`src/rtl/hilo_muldiv_pkg.sv`:
```
// Shared definitions for the HI/LO multiply/divide unit: operation codes,
// FSM state codes, divider constants and small sign helpers.
package hilo_muldiv_pkg;

  typedef enum logic [2:0] {
    OP_MULT  = 3'b000,
    OP_MULTU = 3'b001,
    OP_DIV   = 3'b010,
    OP_DIVU  = 3'b011,
    OP_MTHI  = 3'b100,
    OP_MTLO  = 3'b101
  } md_op_e;

  typedef enum logic [1:0] {
    ST_IDLE = 2'b00,
    ST_MUL  = 2'b01,
    ST_DIV  = 2'b10,
    ST_FIX  = 2'b11
  } md_state_e;

  // The divider leaves its iterate phase on the edge where the counter reads this.
  localparam logic [5:0] DIV_LAST_CNT = 6'd31;

  // Magnitude of a 32-bit operand; only negative signed operands are negated.
  function automatic logic [31:0] mag32(input logic [31:0] v, input logic is_signed);
    logic [31:0] r;
    if (is_signed && v[31]) begin
      r = 32'd0 - v;
    end else begin
      r = v;
    end
    return r;
  endfunction

  // Conditionally two's-complement negate a 32-bit value.
  function automatic logic [31:0] neg_if32(input logic [31:0] v, input logic neg);
    logic [31:0] r;
    if (neg) begin
      r = 32'd0 - v;
    end else begin
      r = v;
    end
    return r;
  endfunction

endpackage

```
`src/rtl/hilo_muldiv_div_core.sv`:
```
// Restoring radix-2 divider datapath: operand magnitudes, remainder and
// quotient shift registers and the iteration counter. Sequencing comes from
// hilo_muldiv through the start/step controls; the signed/zero-divisor fix-up
// is presented combinationally for the FIX edge.
module div_core
  import hilo_muldiv_pkg::*;
(
  input  logic        clk,
  input  logic        reset,
  input  logic        start,
  input  logic        step,
  input  logic        is_signed,
  input  logic [31:0] a,
  input  logic [31:0] b,
  output logic        last,
  output logic [31:0] quot,
  output logic [31:0] rem
);

  logic [31:0] rem_q, rem_d;
  logic [31:0] quot_q, quot_d;
  logic [31:0] dvsr_q, dvsr_d;
  logic [31:0] a_raw_q, a_raw_d;
  logic        neg_quot_q, neg_quot_d;
  logic        neg_rem_q, neg_rem_d;
  logic        dvsr_zero_q, dvsr_zero_d;
  logic [5:0]  cnt_q, cnt_d;

  logic [32:0] rem_sh_s;
  logic [32:0] diff_s;
  logic        fits_s;

  // Next-state for the divider registers: load on start, one shift-subtract per step.
  always_comb begin
    rem_d       = rem_q;
    quot_d      = quot_q;
    dvsr_d      = dvsr_q;
    a_raw_d     = a_raw_q;
    neg_quot_d  = neg_quot_q;
    neg_rem_d   = neg_rem_q;
    dvsr_zero_d = dvsr_zero_q;
    cnt_d       = cnt_q;
    rem_sh_s    = {rem_q, quot_q[31]};
    diff_s      = rem_sh_s - {1'b0, dvsr_q};
    fits_s      = (rem_sh_s >= {1'b0, dvsr_q});
    if (start) begin
      rem_d       = 32'd0;
      quot_d      = mag32(a, is_signed);
      dvsr_d      = mag32(b, is_signed);
      a_raw_d     = a;
      neg_quot_d  = is_signed && (a[31] ^ b[31]);
      neg_rem_d   = is_signed && a[31];
      dvsr_zero_d = (b == 32'd0);
      cnt_d       = 6'd0;
    end else if (step) begin
      if (fits_s) begin
        rem_d  = diff_s[31:0];
        quot_d = {quot_q[30:0], 1'b1};
      end else begin
        rem_d  = rem_sh_s[31:0];
        quot_d = {quot_q[30:0], 1'b0};
      end
      cnt_d = cnt_q + 6'd1;
    end else begin
      cnt_d = cnt_q;
    end
  end

  // Divider state registers with synchronous reset.
  always_ff @(posedge clk) begin
    if (reset) begin
      rem_q       <= 32'd0;
      quot_q      <= 32'd0;
      dvsr_q      <= 32'd0;
      a_raw_q     <= 32'd0;
      neg_quot_q  <= 1'b0;
      neg_rem_q   <= 1'b0;
      dvsr_zero_q <= 1'b0;
      cnt_q       <= 6'd0;
    end else begin
      rem_q       <= rem_d;
      quot_q      <= quot_d;
      dvsr_q      <= dvsr_d;
      a_raw_q     <= a_raw_d;
      neg_quot_q  <= neg_quot_d;
      neg_rem_q   <= neg_rem_d;
      dvsr_zero_q <= dvsr_zero_d;
      cnt_q       <= cnt_d;
    end
  end

  // Final results: a zero divisor returns all-ones quotient and the raw dividend.
  always_comb begin
    last = (cnt_q == DIV_LAST_CNT);
    if (dvsr_zero_q) begin
      quot = 32'hFFFF_FFFF;
      rem  = a_raw_q;
    end else begin
      quot = neg_if32(quot_q, neg_quot_q);
      rem  = neg_if32(rem_q, neg_rem_q);
    end
  end

endmodule

```
`src/rtl/hilo_muldiv.sv`:
```
// HI/LO multiply/divide unit: MTHI/MTLO writes, single-cycle registered
// multiply and a 33-edge restoring divide, all killable by md_flush.
module hilo_muldiv
  import hilo_muldiv_pkg::*;
#(
  parameter logic [31:0] HILO_RST = 32'h0
) (
  input  logic        clk,
  input  logic        reset,
  input  logic        md_start,
  input  logic [2:0]  md_op,
  input  logic [31:0] md_a,
  input  logic [31:0] md_b,
  input  logic        md_flush,
  output logic        md_busy,
  output logic        md_done,
  output logic [31:0] hi,
  output logic [31:0] lo
);

  md_state_e   state_q, state_d;
  logic [31:0] hi_q, hi_d;
  logic [31:0] lo_q, lo_d;
  logic [31:0] mul_a_q, mul_a_d;
  logic [31:0] mul_b_q, mul_b_d;
  logic        mul_signed_q, mul_signed_d;
  logic        busy_q, busy_d;
  logic        done_q, done_d;

  logic        div_start_s;
  logic        div_step_s;
  logic        div_last_s;
  logic [31:0] div_quot_s;
  logic [31:0] div_rem_s;
  logic [63:0] a_ext_s;
  logic [63:0] b_ext_s;
  logic [63:0] product_s;

  // Sign- or zero-extend the latched operands; low 64 bits of the product are exact either way.
  always_comb begin
    if (mul_signed_q) begin
      a_ext_s = {{32{mul_a_q[31]}}, mul_a_q};
      b_ext_s = {{32{mul_b_q[31]}}, mul_b_q};
    end else begin
      a_ext_s = {32'd0, mul_a_q};
      b_ext_s = {32'd0, mul_b_q};
    end
    product_s = a_ext_s * b_ext_s;
  end

  div_core u_div_core (
    .clk       (clk),
    .reset     (reset),
    .start     (div_start_s),
    .step      (div_step_s),
    .is_signed (md_op == OP_DIV),
    .a         (md_a),
    .b         (md_b),
    .last      (div_last_s),
    .quot      (div_quot_s),
    .rem       (div_rem_s)
  );

  // FSM next state, HI/LO updates and divider controls; flush kills any write.
  always_comb begin
    state_d      = state_q;
    hi_d         = hi_q;
    lo_d         = lo_q;
    mul_a_d      = mul_a_q;
    mul_b_d      = mul_b_q;
    mul_signed_d = mul_signed_q;
    done_d       = 1'b0;
    div_start_s  = 1'b0;
    div_step_s   = 1'b0;
    case (state_q)
      ST_IDLE: begin
        if (md_start && !md_flush) begin
          case (md_op)
            OP_MULT, OP_MULTU: begin
              mul_a_d      = md_a;
              mul_b_d      = md_b;
              mul_signed_d = (md_op == OP_MULT);
              state_d      = ST_MUL;
            end
            OP_DIV, OP_DIVU: begin
              div_start_s = 1'b1;
              state_d     = ST_DIV;
            end
            OP_MTHI: hi_d = md_a;
            OP_MTLO: lo_d = md_a;
            default: state_d = ST_IDLE;
          endcase
        end else begin
          state_d = ST_IDLE;
        end
      end
      ST_MUL: begin
        if (md_flush) begin
          state_d = ST_IDLE;
        end else begin
          hi_d    = product_s[63:32];
          lo_d    = product_s[31:0];
          done_d  = 1'b1;
          state_d = ST_IDLE;
        end
      end
      ST_DIV: begin
        if (md_flush) begin
          state_d = ST_IDLE;
        end else begin
          div_step_s = 1'b1;
          if (div_last_s) begin
            state_d = ST_FIX;
          end else begin
            state_d = ST_DIV;
          end
        end
      end
      ST_FIX: begin
        if (md_flush) begin
          state_d = ST_IDLE;
        end else begin
          lo_d    = div_quot_s;
          hi_d    = div_rem_s;
          done_d  = 1'b1;
          state_d = ST_IDLE;
        end
      end
      default: state_d = ST_IDLE;
    endcase
    busy_d = (state_d != ST_IDLE);
  end

  // State, HI/LO and registered status outputs; reset overrides start and flush.
  always_ff @(posedge clk) begin
    if (reset) begin
      state_q      <= ST_IDLE;
      hi_q         <= HILO_RST;
      lo_q         <= HILO_RST;
      mul_a_q      <= 32'd0;
      mul_b_q      <= 32'd0;
      mul_signed_q <= 1'b0;
      busy_q       <= 1'b0;
      done_q       <= 1'b0;
    end else begin
      state_q      <= state_d;
      hi_q         <= hi_d;
      lo_q         <= lo_d;
      mul_a_q      <= mul_a_d;
      mul_b_q      <= mul_b_d;
      mul_signed_q <= mul_signed_d;
      busy_q       <= busy_d;
      done_q       <= done_d;
    end
  end

  assign md_busy = busy_q;
  assign md_done = done_q;
  assign hi      = hi_q;
  assign lo      = lo_q;

endmodule
```
`config.mk`:
```
export PLATFORM = sky130hd
export DESIGN_NAME = hilo_muldiv
export DESIGN_NICKNAME = d
export VERILOG_FILES = /design/src/rtl/hilo_muldiv_pkg.sv /design/src/rtl/hilo_muldiv_div_core.sv /design/src/rtl/hilo_muldiv.sv
export SDC_FILE = /design/constraint.sdc
export NUM_CORES = 2
export LEC_CHECK = 0
export CORE_UTILIZATION = 50
export CTS_CLUSTER_SIZE = 24
export DETAILED_ROUTE_END_ITERATION = 6
export PLACE_DENSITY = 0.64
export REMOVE_ABC_BUFFERS = 1
export SYNTH_ARGS = -nofsm -noshare
export SYNTH_HDL_FRONTEND = slang
export SYNTH_SLANG_ARGS = --single-unit
```
`constraint.sdc`:
```
create_clock -name clk -period 12.95 [get_ports clk]
set_clock_uncertainty 0.15 [all_clocks]
set_input_delay 1.9425 -clock clk [delete_from_list [all_inputs] [get_ports clk]]
set_output_delay 1.9425 -clock clk [all_outputs]
set_load 0.03 [all_outputs]
```
==> results.sh <==
export IMPL_syn_to_final_growth_pct=6.05
export IMPL_htreeDepth=1
export IMPL_finalSetupTns_ns=0
export IMPL_synth_ff_type="dfxtp_1"
export IMPL_cpPeakStageDelay_ns=0.76
export IMPL_cts_tree="yes"
export IMPL_r2r_start="mul_b_q[31]$_SDFFE_PP0P_"
export IMPL_critPathCaptureType="flop"
export IMPL_vdd_ir_drop_max_uv=103
export IMPL_ys_seq_elements=270
export IMPL_cts_resized_gates=0
export IMPL_layout_commonest_cell="inv_1"
export IMPL_grt_pass1_vias=51400
export IMPL_gp_congestion=0.976
export IMPL_cts_buffer_depth=3
export IMPL_postCtsSetupBuffers=0
export IMPL_cp_start_kind="flop"
export IMPL_nets=8892
export IMPL_fp_dieW_um=358
export IMPL_drv_cap=0
export IMPL_synth_area_mm2=0.0633
export IMPL_grt_pass1_wl_um=305000
export IMPL_async_reset_ff_frac=0
export IMPL_postSynthAreaPerCell_um2=8.80
export IMPL_grt_max_degree=86
export IMPL_layout_common_cells="inv_1, fa_1, nand2_1"
export IMPL_grt_use_total=0.315
export IMPL_worstRegToRegCells=29
export IMPL_grt_overflow=0
export IMPL_route_vias_total=48800
export IMPL_num_rows=130
export IMPL_crit_path_max_fanout=26
export IMPL_r2r_end="hi[27]$_SDFFE_PP0P_"
export IMPL_portBuffers=136
export IMPL_setup_viol=0
export IMPL_postRouteAntennaNets=0
export IMPL_min_from="mul_b_q[7]$_SDFFE_PP0P_"
export IMPL_numCtsBuffers=30
export IMPL_total_power_mw=2.31
export IMPL_hold_path_end="mul_b_q[7]$_SDFFE_PP0P_"
export IMPL_dp_cells=8674
export IMPL_instances_no_fill=8733
export IMPL_drive_gt1_frac=0.0297
export IMPL_cp_common_cell="fa_1"
export IMPL_synth_edf_count=0
export IMPL_cts_root_buffer="clkbuf_16"
export IMPL_hp_class="reg -> reg"
export IMPL_worstPathArrival_ns=11.27
export IMPL_wire_per_inst_um=22.2
export IMPL_dp_hpwl_um=157000
export IMPL_clock_sinks=270
export IMPL_drtPass1Iterations=6
export IMPL_syn_instance_count=7187
export IMPL_drv_slew=0
export IMPL_fmax_mhz=91.3
export IMPL_path_clk_slew_ns=0.06
export IMPL_crit_slowest_cell="dfxtp_1"
export IMPL_avgViaCountPerCell=5.59
export IMPL_synth_yosys_seq_area_share=0.0854
export IMPL_p_leak_nw=32.7
export IMPL_drc=0
export IMPL_status="finished clean"
export IMPL_die_h_um=358
export IMPL_io_pins=137
export IMPL_holdBufCountCts=0
export IMPL_synth_cell_type_count=76
export IMPL_p_per_area_mw_per_mm2=34.4
export IMPL_worst_slew_pin_slew_ns=1.21
export IMPL_fin_crit_sh=0.846
export IMPL_final_util=0.534
export IMPL_synth_warnings=0
export IMPL_holdPathStages=2
export IMPL_holdWs_ns=0.306
export IMPL_fin_crit_ns=10.96
export IMPL_slew_headroom=0.188
export IMPL_rsz0062_at_grt="no"
export IMPL_coreArea_mm2=0.126
export IMPL_path_class="reg -> reg"
export IMPL_start_util=0.504
export IMPL_reg2reg_slack_ns=1.99
export IMPL_drtIter0Drc=3684
export IMPL_design_die_area_mm2=0.128
export IMPL_clkLatencyLatePin_ns=0.60
export IMPL_worstPathRequired_ns=13.26
export IMPL_routed_wl_um=194000
export IMPL_hold_viol_final=0
export IMPL_antenna_found_initial=17
[power by group]
| group | internal, mW | switching (mW) |
|---|---|---|
| Sequential | 0.851 | 0.0338 |
| Clock | 0.546 | 0.388 |
| Combinational | 0.172 | 0.317 |
| Total | 1.57 | 0.739 |
[layout make-up]
type | instances | area (um2)
Inverter | 1584 | 5950
Clock buffer | 42 | 866
Clock inverter | 14 | 189
Sequential cell | 270 | 5410
Tap cell | 1650 | 2060
Fill cell | 11800 | 58500
Timing Repair Buffer | 243 | 2170
Antenna cell | 3 | 7.51
Multi-Input combinational cell | 4927 | 50400
[critical path: cells and delay by family (launching register included)]
family	cells	cell delay, ns
adders and majority gates	10	4.95
and+or+nand+nor	6	1.81
AOI/OAI and AO/OA	6	1.72
xor gates and xnor gates	2	0.80
DFF	1	0.76
buffers and inverters	5	0.58
[stage by stage]
step	setup slack, ns	cell area (um2)
4_1_cts	2.16	67100
6_report	1.99	67100
3_5_place_dp	2.19	66000
3_3_place_gp	2.35	66000
5_1_grt	1.52	67100
2_1_floorplan	2.84	61700
[registers in the layout, indices dropped and copies added, names as in the netlist, 32 cells and up]
register and cells:
hi 32, lo 32, mul_a_q 32, mul_b_q 32
u_div_core.a_raw_q 32, u_div_core.dvsr_q 32, u_div_core.quot_q 32, u_div_core.rem_q 32
[cells in the mapped netlist (all sizes together), types with 9 or more instances]
cell    number  area share
or3         16      0.0016
a31oi       26      0.0026
xnor2      173       0.024
clkbuf     381       0.023
a21o        56      0.0066
o41ai       16      0.0023
inv       1584       0.094
o21bai      16      0.0019
xor2        71      0.0098
nor4        20      0.0021
a221oi      17      0.0024
fa        1420        0.45
or4         19      0.0023
mux2i       26      0.0041
nand2b      16      0.0016
buf         25      0.0016
o21a        16      0.0019
dfxtp      270       0.085
o22ai       13      0.0013
nand4       30      0.0030
ha         345       0.068
o21ai      157       0.012
o211ai      29      0.0034
o31ai       35      0.0043
o221a        9      0.0016
nand2      918       0.054
nor2b       17      0.0018
nand3       38      0.0030
a211oi      65      0.0077
a31o        10      0.0014
nor3        54      0.0043
o221ai      17      0.0024
nor2       268       0.016
and2       580       0.057
a21oi      292       0.023
a311oi      23      0.0032
and3        31      0.0031
[how the worst max path moves through the flow]
stage	from	to	slack (ns)	cells past startpoint
2_1_floorplan	mul_a_q[31]$_SDFFE_PP0P_	hi[31]$_SDFFE_PP0P_	2.84	29
3_3_place_gp	mul_b_q[31]$_SDFFE_PP0P_	hi[27]$_SDFFE_PP0P_	2.35	29
3_5_place_dp	mul_b_q[31]$_SDFFE_PP0P_	hi[27]$_SDFFE_PP0P_	2.19	29
4_1_cts	mul_b_q[4]$_SDFFE_PP0P_	hi[31]$_SDFFE_PP0P_	2.16	28
5_1_grt	mul_b_q[31]$_SDFFE_PP0P_	hi[27]$_SDFFE_PP0P_	1.52	29
6_report	mul_b_q[31]$_SDFFE_PP0P_	hi[27]$_SDFFE_PP0P_	1.99	29
[per-layer routing]
metal	share of wire	vias to the layer above	track usage
li1	-	21400	-
met1	0.41	25100	0.426
met2	0.48	1878	0.519
met3	0.074	373	0.0411
met4	0.043	8	0.115
met5	0.00023	-	0
[cell families after synthesis]
family | after synthesis | synth area share
adder cells (fa/ha/maj) | 1769 | 0.518
XOR/XNOR | 244 | 0.0338
AND/OR/NAND/NOR | 2033 | 0.153
multiplexers | 29 | 0.00465
buffers and inverters | 1990 | 0.118
AO/OA/AOI/OAI | 852 | 0.0863
flip-flops | 270 | 0.0854
(Power assumes the default switching activity.)
